===== src/rtl/axi4lite_master.sv =====
// Single-outstanding AXI4-Lite master: one cmd becomes one AW+W/B or AR/R transaction; all bus and rsp outputs registered.
// Latency: cmd handshake -> VALID next cycle; bus handshake -> rsp_valid next cycle. Backpressure: cmd_ready low until rsp consumed.
// Optional watchdog: define AXI4LITE_MASTER_TIMEOUT_EN to add the sticky timeout output.
module axi4lite_master #(
    parameter int AXI_ADDR_WIDTH = 32,
    parameter int AXI_DATA_WIDTH = 32,
    parameter int TIMEOUT_CYCLES = 256
) (
    input  logic                      A_CLK,
    input  logic                      A_RSTn,
    input  logic                      cmd_valid,
    output logic                      cmd_ready,
    input  logic                      cmd_write,
    input  logic [AXI_ADDR_WIDTH-1:0] cmd_addr,
    input  logic [AXI_DATA_WIDTH-1:0] cmd_wdata,
    output logic                      rsp_valid,
    input  logic                      rsp_ready,
    output logic                      rsp_write,
    output logic [1:0]                rsp_resp,
    output logic [AXI_DATA_WIDTH-1:0] rsp_rdata,
    output logic                      AW_VALID,
    input  logic                      AW_READY,
    output logic [AXI_ADDR_WIDTH-1:0] AW_ADDR,
    output logic                      W_VALID,
    input  logic                      W_READY,
    output logic [AXI_DATA_WIDTH-1:0] W_DATA,
    input  logic                      B_VALID,
    output logic                      B_READY,
    input  logic [1:0]                B_RESP,
    output logic                      AR_VALID,
    input  logic                      AR_READY,
    output logic [AXI_ADDR_WIDTH-1:0] AR_ADDR,
    input  logic                      R_VALID,
    output logic                      R_READY,
    input  logic [AXI_DATA_WIDTH-1:0] R_DATA,
    input  logic [1:0]                R_RESP
`ifdef AXI4LITE_MASTER_TIMEOUT_EN
    ,
    output logic                      timeout
`endif
);

    if (TIMEOUT_CYCLES < 1) begin : g_bad_timeout
        $error("TIMEOUT_CYCLES must be at least 1");
    end

    typedef enum logic [2:0] {
        IDLE    = 3'd0,
        WR_AW_W = 3'd1,
        WR_RESP = 3'd2,
        RD_ADDR = 3'd3,
        RD_DATA = 3'd4,
        RSP     = 3'd5
    } state_t;

    state_t state, state_n;

    logic                      cmd_hs;
    logic                      aw_done, w_done;
    logic                      aw_valid_n, w_valid_n, b_ready_n, ar_valid_n, r_ready_n;
    logic                      rsp_valid_n, rsp_write_n;
    logic [1:0]                rsp_resp_n;
    logic [AXI_ADDR_WIDTH-1:0] aw_addr_n, ar_addr_n;
    logic [AXI_DATA_WIDTH-1:0] w_data_n, rsp_rdata_n;

    assign cmd_ready = (state == IDLE) && A_RSTn;
    assign cmd_hs    = cmd_valid && cmd_ready;

    // A write channel counts as done once its VALID has dropped or is handshaking now.
    assign aw_done = !AW_VALID || AW_READY;
    assign w_done  = !W_VALID  || W_READY;

    always_ff @(posedge A_CLK) begin
        if (!A_RSTn) state <= IDLE;
        else         state <= state_n;
    end

    always_comb begin
        state_n = state;
        case (state)
            IDLE:    if (cmd_hs)              state_n = cmd_write ? WR_AW_W : RD_ADDR;
            WR_AW_W: if (aw_done && w_done)   state_n = WR_RESP;
            WR_RESP: if (B_VALID)             state_n = RSP;
            RD_ADDR: if (AR_READY)            state_n = RD_DATA;
            RD_DATA: if (R_VALID)             state_n = RSP;
            RSP:     if (rsp_ready)           state_n = IDLE;
            default:                          state_n = IDLE;
        endcase
    end

    always_comb begin
        aw_valid_n  = AW_VALID;
        w_valid_n   = W_VALID;
        b_ready_n   = B_READY;
        ar_valid_n  = AR_VALID;
        r_ready_n   = R_READY;
        aw_addr_n   = AW_ADDR;
        ar_addr_n   = AR_ADDR;
        w_data_n    = W_DATA;
        rsp_valid_n = rsp_valid;
        rsp_write_n = rsp_write;
        rsp_resp_n  = rsp_resp;
        rsp_rdata_n = rsp_rdata;
        case (state)
            IDLE: begin
                if (cmd_hs && cmd_write) begin
                    aw_valid_n = 1'b1;
                    w_valid_n  = 1'b1;
                    aw_addr_n  = cmd_addr;
                    w_data_n   = cmd_wdata;
                end else if (cmd_hs) begin
                    ar_valid_n = 1'b1;
                    ar_addr_n  = cmd_addr;
                end
            end
            WR_AW_W: begin
                if (AW_READY)          aw_valid_n = 1'b0;
                if (W_READY)           w_valid_n  = 1'b0;
                if (aw_done && w_done) b_ready_n  = 1'b1;
            end
            WR_RESP: begin
                if (B_VALID) begin
                    b_ready_n   = 1'b0;
                    rsp_valid_n = 1'b1;
                    rsp_write_n = 1'b1;
                    rsp_resp_n  = B_RESP;
                    rsp_rdata_n = '0;
                end
            end
            RD_ADDR: begin
                if (AR_READY) begin
                    ar_valid_n = 1'b0;
                    r_ready_n  = 1'b1;
                end
            end
            RD_DATA: begin
                if (R_VALID) begin
                    r_ready_n   = 1'b0;
                    rsp_valid_n = 1'b1;
                    rsp_write_n = 1'b0;
                    rsp_resp_n  = R_RESP;
                    rsp_rdata_n = R_DATA;
                end
            end
            RSP: begin
                if (rsp_ready) rsp_valid_n = 1'b0;
            end
            default: ;
        endcase
    end

    always_ff @(posedge A_CLK) begin
        if (!A_RSTn) begin
            AW_VALID  <= 1'b0;
            W_VALID   <= 1'b0;
            B_READY   <= 1'b0;
            AR_VALID  <= 1'b0;
            R_READY   <= 1'b0;
            AW_ADDR   <= '0;
            AR_ADDR   <= '0;
            W_DATA    <= '0;
            rsp_valid <= 1'b0;
            rsp_write <= 1'b0;
            rsp_resp  <= 2'b00;
            rsp_rdata <= '0;
        end else begin
            AW_VALID  <= aw_valid_n;
            W_VALID   <= w_valid_n;
            B_READY   <= b_ready_n;
            AR_VALID  <= ar_valid_n;
            R_READY   <= r_ready_n;
            AW_ADDR   <= aw_addr_n;
            AR_ADDR   <= ar_addr_n;
            W_DATA    <= w_data_n;
            rsp_valid <= rsp_valid_n;
            rsp_write <= rsp_write_n;
            rsp_resp  <= rsp_resp_n;
            rsp_rdata <= rsp_rdata_n;
        end
    end

`ifdef AXI4LITE_MASTER_TIMEOUT_EN
    localparam int CNT_W = $clog2(TIMEOUT_CYCLES + 1);
    localparam logic [CNT_W-1:0] CNT_LIM  = CNT_W'(TIMEOUT_CYCLES);
    localparam logic [CNT_W-1:0] CNT_LAST = CNT_W'(TIMEOUT_CYCLES - 1);

    logic [CNT_W-1:0] to_cnt;
    logic             bus_busy;

    assign bus_busy = (state == WR_AW_W) || (state == WR_RESP) ||
                      (state == RD_ADDR) || (state == RD_DATA);

    // Flag only; the transaction keeps waiting because VALID may not be withdrawn.
    always_ff @(posedge A_CLK) begin
        if (!A_RSTn) begin
            to_cnt  <= '0;
            timeout <= 1'b0;
        end else begin
            if (cmd_hs)                           to_cnt  <= '0;
            else if (bus_busy && to_cnt != CNT_LIM) to_cnt <= to_cnt + 1'b1;
            if (bus_busy && to_cnt == CNT_LAST)   timeout <= 1'b1;
        end
    end
`endif

endmodule


===== config.mk =====
export PLATFORM = sky130hd
export DESIGN_NAME = axi4lite_master
export DESIGN_NICKNAME = d
export VERILOG_FILES = /design/src/rtl/axi4lite_master.sv
export SDC_FILE = /design/constraint.sdc
export NUM_CORES = 1
export LEC_CHECK = 0
export ABC_AREA = 0
export ABC_CLOCK_PERIOD_IN_PS = 4450
export CAP_MARGIN = 20
export CORE_MARGIN = 4
export CORE_UTILIZATION = 29
export CTS_BUF_LIST = sky130_fd_sc_hd__clkbuf_8 sky130_fd_sc_hd__clkbuf_16
export CTS_CLUSTER_SIZE = 10
export DETAILED_ROUTE_END_ITERATION = 16
export SLEW_MARGIN = 30
export SYNTH_ARGS = -nofsm -noshare
export SYNTH_HDL_FRONTEND = slang
export SYNTH_SLANG_ARGS = --single-unit

===== constraint.sdc =====
create_clock -name A_CLK -period 4.45 [get_ports A_CLK]
set_clock_uncertainty 0.05 [all_clocks]
set_input_delay 0.445 -clock A_CLK [delete_from_list [all_inputs] [get_ports A_CLK]]
set_output_delay 0.445 -clock A_CLK [all_outputs]
set_load 0.05 [all_outputs]

# --- Word level (Yosys, flattened, before mapping) ---
# Index checks and enable logic that the tools add are counted.
word_totals:
  rom_bits: 0
  ff_bits: 140
  out_inout_bits: 138
  in_bits: 110
  memories: 0
  latchBits: 0
  elab_cells: 88
  ram_bits: 0
op_classes:
  eq_ne: 15
  n_div: 0
  n_bitwise: 1
  addsub: 0
  n_reduce_logical: 25
  magnitude_cmp: 0
  n_mul: 0
  mux: 34
  shift: 0
ops:
  columns: ["op", "n"]
  rows:
  - ["2-to-1 mux 32 bit", 2]
  - ["case mux 32 bit (2 select lines)", 1]
  - ["2-to-1 mux 3 bit", 6]
  - ["!= test 2 bit (second input constant)", 9]
  - ["case mux 3 bit (6 select lines)", 1]
  - ["AND reduction 3 bit", 6]
  - ["2-to-1 mux 1 bit", 13]
  - ["case mux 1 bit (2 select lines)", 6]
  - ["nonzero test 2 bit", 5]
  - ["AND reduction 4 bit", 2]
  - ["equality test 3 x 2 -> 1 bit (second input constant)", 2]
  - ["equality test 3 bit (second input constant)", 2]
  - ["2-to-1 mux 2 bit", 3]
  - ["AND reduction 6 bit", 1]
  - ["logical AND 1 bit", 4]
  - ["case mux 2 bit (2 select lines)", 1]
  - ["equality test 3 x 1 -> 1 bit (second input constant)", 1]
  - ["zero test 3 bit", 1]
  - ["case mux 1 bit (3 select lines)", 1]
  - ["nonzero test 3 bit", 1]
  - ["zero test 1 bit", 2]
  - ["logical OR 1 bit", 2]
  - ["!= test 2 x 1 -> 1 bit (second input constant)", 1]
  - ["AND reduction 2 bit", 1]
  - ["NOT 1 bit", 1]

# --- Longest topological paths before layout ---
logic_depth:
  word_depth: 6
  ltp_mapped: 7
  mapped_depth_nobuf: 4

# --- Least setup slack after synthesis ---
# Ideal clock, no wire load.
synth_path:
  path_kind: "register -> register"
  from: "reg state[2]"
  to: "reg AR_ADDR[10]"
  path_buffers: 2
  slack_ns: 2.448
  required_ns: 4.268
  arrival_time_ns: 1.820
  period_less_slack_ns: 2.002
  setup_ns: 0.132
  path_stages_with_launch: 7
  cell_sequence: "dfxtp_1 -> buf_6 -> nor4b_4 -> nand3b_1 -> clkbuf_1 -> nand2_1 -> a21oi_1"
synth_via:
  elab_chain_cells: 6
synth_rtl:
  columns: ["item", "line_no", "text"]
  rows:
  - ["start: declaration", "56", "state_t state, state_n;"]
  - ["start signal: assignment", "75", "else state <= state_n;"]
  - ["zero test 3 bit (*)", "66", "assign cmd_ready = (state == IDLE) && A_RSTn;"]
  - ["logical AND 1 bit (*)", "66", null]
  - ["via cmd_ready", "12", "output logic cmd_ready,"]
  - ["logical AND 1 bit (*)", "67", "assign cmd_hs = cmd_valid && cmd_ready;"]
  - ["logical AND 1 bit", "106", "if (cmd_hs && cmd_write) begin"]
  - ["NOT 1 bit (no line)", null, null]
  - ["AND reduction 3 bit (no line) (*)", null, null]
  - ["end signal: assignment", "173", "AR_ADDR <= ar_addr_n;"]
  - ["end: declaration", "32", "output logic [AXI_ADDR_WIDTH-1:0] AR_ADDR,"]
# The timed path passes the listed nets; every way through them passes the cells marked *.
# A chain may end at the register's enable or synchronous reset.

# --- Final worst setup path ---
layout_path:
  from: "in A_RSTn"
  to: "out cmd_ready"
layout_via:
  elab_chain_cells: 1
layout_rtl:
  columns: ["item", "line_no", "text"]
  rows:
  - ["start: declaration", "10", "input logic A_RSTn,"]
  - ["logical AND 1 bit", "66", null]
  - ["end: declaration", "12", null]
# Every way passes these cells.

==> results.json <==
{
  "path_class": "in2out",
  "diodes": 0,
  "max_cap_violations": 0,
  "seq_area_frac_synth_pct": 54.0,
  "buffer_ports.inserted": 247,
  "critPathMaxStageDelay_ns": 0.87,
  "power.leakage_nw": 2.81,
  "dpl.cell_count": 1068,
  "die_w_um": 142,
  "initial_core_utilization_pct": 29.8,
  "worstPathRequired_ns": 3.95,
  "synth_top_family_by_area": "simple AND/OR/NAND/NOR gates",
  "relSlewSlack_pct": 44.0,
  "pin_count_of_the_biggest_net_entering_global_routing": 79,
  "synthesized_area_fraction_occupied_by_xor_and_xnor_cells_pct": 0,
  "hold_path.class": "reg2reg",
  "synth_compound_gate_area_share_pct": 15.0,
  "syn_inst": 637,
  "area.growth.synth_to_final_pct": 61.3,
  "synth_top_flop_cell": "sky130_fd_sc_hd__dfxtp_1",
  "post-route-min-period_ns": 2.76,
  "post-route-period-util_pct": 62.0,
  "synthAdderAreaFrac_pct": 0,
  "crit_path_end_kind": "primary output",
  "critical_path_arrival_ns": 2.26,
  "regArea_sq_mm": 0.00280,
  "critical_path.startpoint_type": "input port",
  "finalHoldViolations": 0,
  "floorplan.die_area_sq_mm": 0.0201,
  "dp_hpwl_mm": 11.2,
  "detailedRoute.firstPassIterationCount": 4,
  "fillerInstances": 1720,
  "global_route_usage_sum_pct": 16.1,
  "synth_top_cells_by_area": "sky130_fd_sc_hd__dfxtp_1 54%, sky130_fd_sc_hd__nand2_1 14%, sky130_fd_sc_hd__a21oi_1 13%, sky130_fd_sc_hd__nand2b_1 4.2%, sky130_fd_sc_hd__nand3_1 3.1%",
  "num_vias": 5035,
  "post-synth-top-area-fraction_pct": 54.0,
  "share_of_layout_cells_above_drive_strength_1_pct": 5.14,
  "layout.cells.non_filler": 1100,
  "wirelength_mm": 16.5,
  "muxShareOfSynthArea_pct": 0.579,
  "path_buf_inv": 2,
  "design.core.area_sq_mm": 0.0174,
  "postLayoutCellArea_sq_mm": 0.00837,
  "synthesis.nets": 747,
  "rows": 48,
  "clock_latency_ns": 0.41,
  "path_common_cell": "sky130_fd_sc_hd__clkdlybuf4s50_1",
  "pnr_total_power_mw": 3.83,
  "synth_top_cell_by_area": "sky130_fd_sc_hd__dfxtp_1",
  "slew_viol_final": 0,
  "asyncSetResetFlopFracSynth_pct": 0,
  "clock_sinks": 140,
  "setup_tns_ns": 0,
  "path_max_fanout": 5,
  "post_synth_instance_area_sq_mm": 0.00519,
  "gr-total-overflow": 0,
  "holdWs_ns": 0.401,
  "max_slew.worst_pin.slew_ns": 0.838,
  "number_of_antenna_violations_at_the_first_check_in_global_routing": 1,
  "chipHeight_um": 142,
  "post_synth_and_or_nand_nor_area_fraction_pct": 25.6,
  "layout.nets": 972,
  "io_pins": 248,
  "placement.cell_area_sq_mm": 0.00776,
  "grt_pass1_wl_mm": 26.0,
  "grt_setup_unrepaired": "false",
  "remaining_drc_errors": 0,
  "cts_buffer_depth": 2,
  "wl_per_cell_um": 15.0,
  "cts_buffers": 17,
  "route.detailed.vias_per_inst": 4.58,
  "final_antenna_net_count": 0,
  "cts_resized": 0,
  "cts_htree_levels": 4,
  "crit_path_top_delay_cell": "sky130_fd_sc_hd__clkdlybuf4s50_1",
  "first_iter_violations": 185,
  "ys.warnings.count": 0,
  "gp_congestion": 0.760,
  "outcome": "complete, no violations",
  "vdd.ir_drop.worst_v": 0.000303,
  "critical-path-top-delay-family": "buffers and inverters",
  "grt_pass1_vias": 4706,
  "cts_tree": "built",
  "postCtsHoldBufs": 0,
  "achievable-frequency_ghz": 0.363,
  "cts_setup_buffers": 0,
  "worst_setup_hold_path_clk_slew_ns": 0.06,
  "synth-edff-count": 0,
  "multi_input_gate_area_in_the_final_layout_sq_mm": 0.00214,
  "power_density_mw_per_mm2": 457,
  "setup_viol": 0,
  "yosys_register_bits": 140,
  "netlist-cell-type-count": 31,
  "cts_root_buffer": "sky130_fd_sc_hd__clkbuf_16",
  "ordered_list_of_cells_on_the_worst_path": "clkdlybuf4s50_1 -> nor4b_4 -> clkdlybuf4s50_1",
  "syn_avg_cell_area_sq_um": 8.15
}
## routing by layer
layer	vias up	routed length, um	track usage [%]
li1	2549	-	-
met1	2310	7230	21.1
met2	152	7690	24.4
met3	22	1240	6.13
met4	2	333	5.45
met5	-	13	0
## layout make-up
| type | instances | area share [%] |
|---|---|---|
| clock inverter | 14 | 2.02 |
| sequential | 140 | 33.5 |
| clock buffer | 18 | 5.25 |
| inverter | 1 | 0.0748 |
| timing repair buffer | 254 | 30.2 |
| multi-input combinational | 448 | 25.6 |
| tap | 225 | 3.36 |
## worst reg2reg max path, cell delays in order, from the launching register on
cell	delay, ns
sky130_fd_sc_hd__dfxtp_1	0.59
sky130_fd_sc_hd__nand3b_1	0.20
sky130_fd_sc_hd__a21oi_4	0.71
sky130_fd_sc_hd__buf_4	0.43
sky130_fd_sc_hd__nand3_1	0.13
sky130_fd_sc_hd__a21oi_1	0.18
## state kept, by name, summed over array words and instances, names as in the netlist
name       flops
AW_VALID       1
rsp_rdata     32
B_READY        1
W_DATA        32
R_READY        1
rsp_resp       2
rsp_write      1
AR_VALID       1
AW_ADDR       32
W_VALID        1
state          3
AR_ADDR       32
rsp_valid      1
## metrics by stage
step                setup WS (ns)  util, %
floorplan                    2.45        -
global placement             1.71     44.6
detailed placement           1.71     44.6
CTS                          1.68     48.0
global route                 1.57     48.0
finish                       1.69     48.0
## power by group
| part | switching [mW] | total [mW] | internal [mW] |
|---|---|---|---|
| clock | 0.549 | 1.45 | 0.897 |
| combinational | 0.593 | 0.954 | 0.361 |
| sequential | 0.0831 | 1.43 | 1.34 |
## cells by family after synthesis
group / count (synthesis)
AO/OA/AOI/OAI: 149
buffers and inverters: 49
multiplexers: 3
AND/OR/NAND/NOR: 296
flip-flops: 140
## cell usage after synthesis, drive strengths merged, types with 2 or more instances
| cell type | count |
|---|---|
| a211oi | 2 |
| a21oi | 136 |
| and3b | 2 |
| buf | 17 |
| clkbuf | 31 |
| dfxtp | 140 |
| mux2i | 3 |
| nand2 | 199 |
| nand2b | 35 |
| nand3 | 33 |
| nand3b | 3 |
| nor2 | 11 |
| nor2b | 4 |
| nor3 | 3 |
| nor3b | 3 |
| o21a | 2 |
| o21ai | 4 |
## layout by cell type, fill, tap and decap left out, types with 4 or more instances in the layout
cell and count:
sky130_fd_sc_hd__clkdlybuf4s50_1 247, sky130_fd_sc_hd__nand2_1 199, sky130_fd_sc_hd__a21oi_1 135, sky130_fd_sc_hd__nor2_1 10, sky130_fd_sc_hd__dfxtp_1 140, sky130_fd_sc_hd__o21ai_0 4, sky130_fd_sc_hd__buf_4 7, sky130_fd_sc_hd__nor2b_1 4
sky130_fd_sc_hd__clkbuf_16 17, sky130_fd_sc_hd__nand2b_1 35, sky130_fd_sc_hd__nand3_1 32, sky130_fd_sc_hd__clkinvlp_4 4
## path summary, 6_finish.rpt
check | slack, ns | start | depth (start not counted) | endpoint
max | 1.69 | A_RSTn | 3 | cmd_ready
min | 0.40 | AR_ADDR[9] | 2 | AR_ADDR[9]
max reg2reg | 2.09 | state[1] | 5 | rsp_rdata[7]
min reg2reg | 0.40 | AR_ADDR[9] | 2 | AR_ADDR[9]
Power figures use the tool's default switching activity.
==> edit (config.mk and constraints unchanged) <==
The 6 states of `state_t` get a Gray code encoding in 3 bits.
--- a/src/rtl/axi4lite_master.sv
+++ b/src/rtl/axi4lite_master.sv
@@ -45,12 +45,12 @@
     end
 
     typedef enum logic [2:0] {
-        IDLE    = 3'd0,
-        WR_AW_W = 3'd1,
-        WR_RESP = 3'd2,
-        RD_ADDR = 3'd3,
-        RD_DATA = 3'd4,
-        RSP     = 3'd5
+        IDLE    = 3'b000,
+        WR_AW_W = 3'b001,
+        WR_RESP = 3'b011,
+        RD_ADDR = 3'b010,
+        RD_DATA = 3'b110,
+        RSP     = 3'b111
     } state_t;
 
     state_t state, state_n;
Function: no difference found for any inputs over 4 cycles, from zero or initial values and one cycle with A_RSTn low; so few cycles prove little.
==> edit against the original RTL <==
  * Cell area rose by 2.4%
  * Area after synthesis is 4.7% higher
  * Clock power rose by 6%
  * Count of clock-buffer cells in the layout down 1
  * Power fell by 4.0%
  * Sequential share of layout area fell by 0.79 points
  * Routed wire length fell by 1.1%
  * Sequential cell count unchanged
  * Setup slack better by 100 ps
  * Critical path type is now register to primary output
  * Critical endpoint unchanged
  * Largest cell class unchanged
==> edit: results (changes against the original RTL) <==
drtIter0Drc: 204  # was 185
synth_area_leaders: "dfxtp_1 52%, nand2_1 15%, o21ai_0 8.7%, nand3_2 5.2%, a21oi_2 4.7%"  # was dfxtp_1 54%, nand2_1 14%, a21oi_1 13%, nand2b_1 4.2%, nand3_1 3.1%
antenna_cells: 1  # was 0
grt_pass1_wl_um: 25100  # was 26000 um
critPathMaxStageDelay_ps: 830  # was 870 ps
grt_util_met2_pct: 23.7  # was 24.4%
grt_pass1_vias: 4698  # was 4706
status: "finished, final reports clean"  # unchanged
hp-class: "input port to register"  # was register to register
synthCells: 639  # was 637
wl_met3_um: 1960  # was 1240 um
instances_no_fill: 1103  # was 1100
synth_compound_area_share_pct: 17.0  # was 15.0%
multi_input_area_um2: 2290  # was 2140 um^2
place_hpwl_um: 11300  # was 11200 um
antenna_found_initial: 0  # was 1
fin_nets: 970  # was 972
seq_share_pct: 32.7  # was 33.5%
cellLeakagePower_nw: 2.89  # was 2.81 nW
drive_gt1_share_pct: 12.0  # was 5.14%
path_max_fanout: 13  # was 5
wl_met1_um: 7010  # was 7230 um
nonClkBufAreaFrac_pct: 29.5  # was 30.2%
cp.arrival_ps: 2160  # was 2260 ps
use_met1_pct: 18.0  # was 21.1%
synth_commonest_cells: "221 x nand2_1, 140 x dfxtp_1, 94 x o21ai_0"  # was 199 x nand2_1, 140 x dfxtp_1, 135 x a21oi_1
inv_count: 6  # was 1
syn_nets: 749  # was 747
yosysSeqAreaShare_pct: 51.6  # was 54.0%
synthMuxAreaShare_pct: 0.760  # was 0.579%
synth_cell_types: 40  # was 31
[edit: path summary, 6_finish.rpt]
path / endpoint / start / slack [ps]
worst max-delay path: cmd_ready / state[0] / 1800
worst min-delay path: AR_VALID / A_RSTn / 320
worst max register to register: rsp_resp[0] / state[1] / 2120
worst min register to register: AR_ADDR[31] / AR_ADDR[31] / 400
[edit: stage by stage]
step | utilization (%) | total power [mW] | worst slack [ps] | hold slack (ps) | cell area, um^2
after CTS | 47.1 | 3.73 | 1750 | 302 | 8570
final | 47.1 | 3.67 | 1800 | 316 | 8570
after detailed placement | 43.5 | 2.17 | 1860 | 390 | 7930
after global placement | 43.5 | 2.17 | 1920 | 386 | 7930
after global routing | 47.1 | 3.83 | 1690 | 311 | 8570
after floorplan | - | 1.88 | 1990 | 504 | 5430
[edit: report_power, final]
part | internal, mW | switching [mW] | total [mW]
combinational | 0.274 | 0.467 | 0.741
sequential | 1.33 | 0.0596 | 1.39
clock | 0.952 | 0.587 | 1.54
total | 2.56 | 1.11 | 3.67
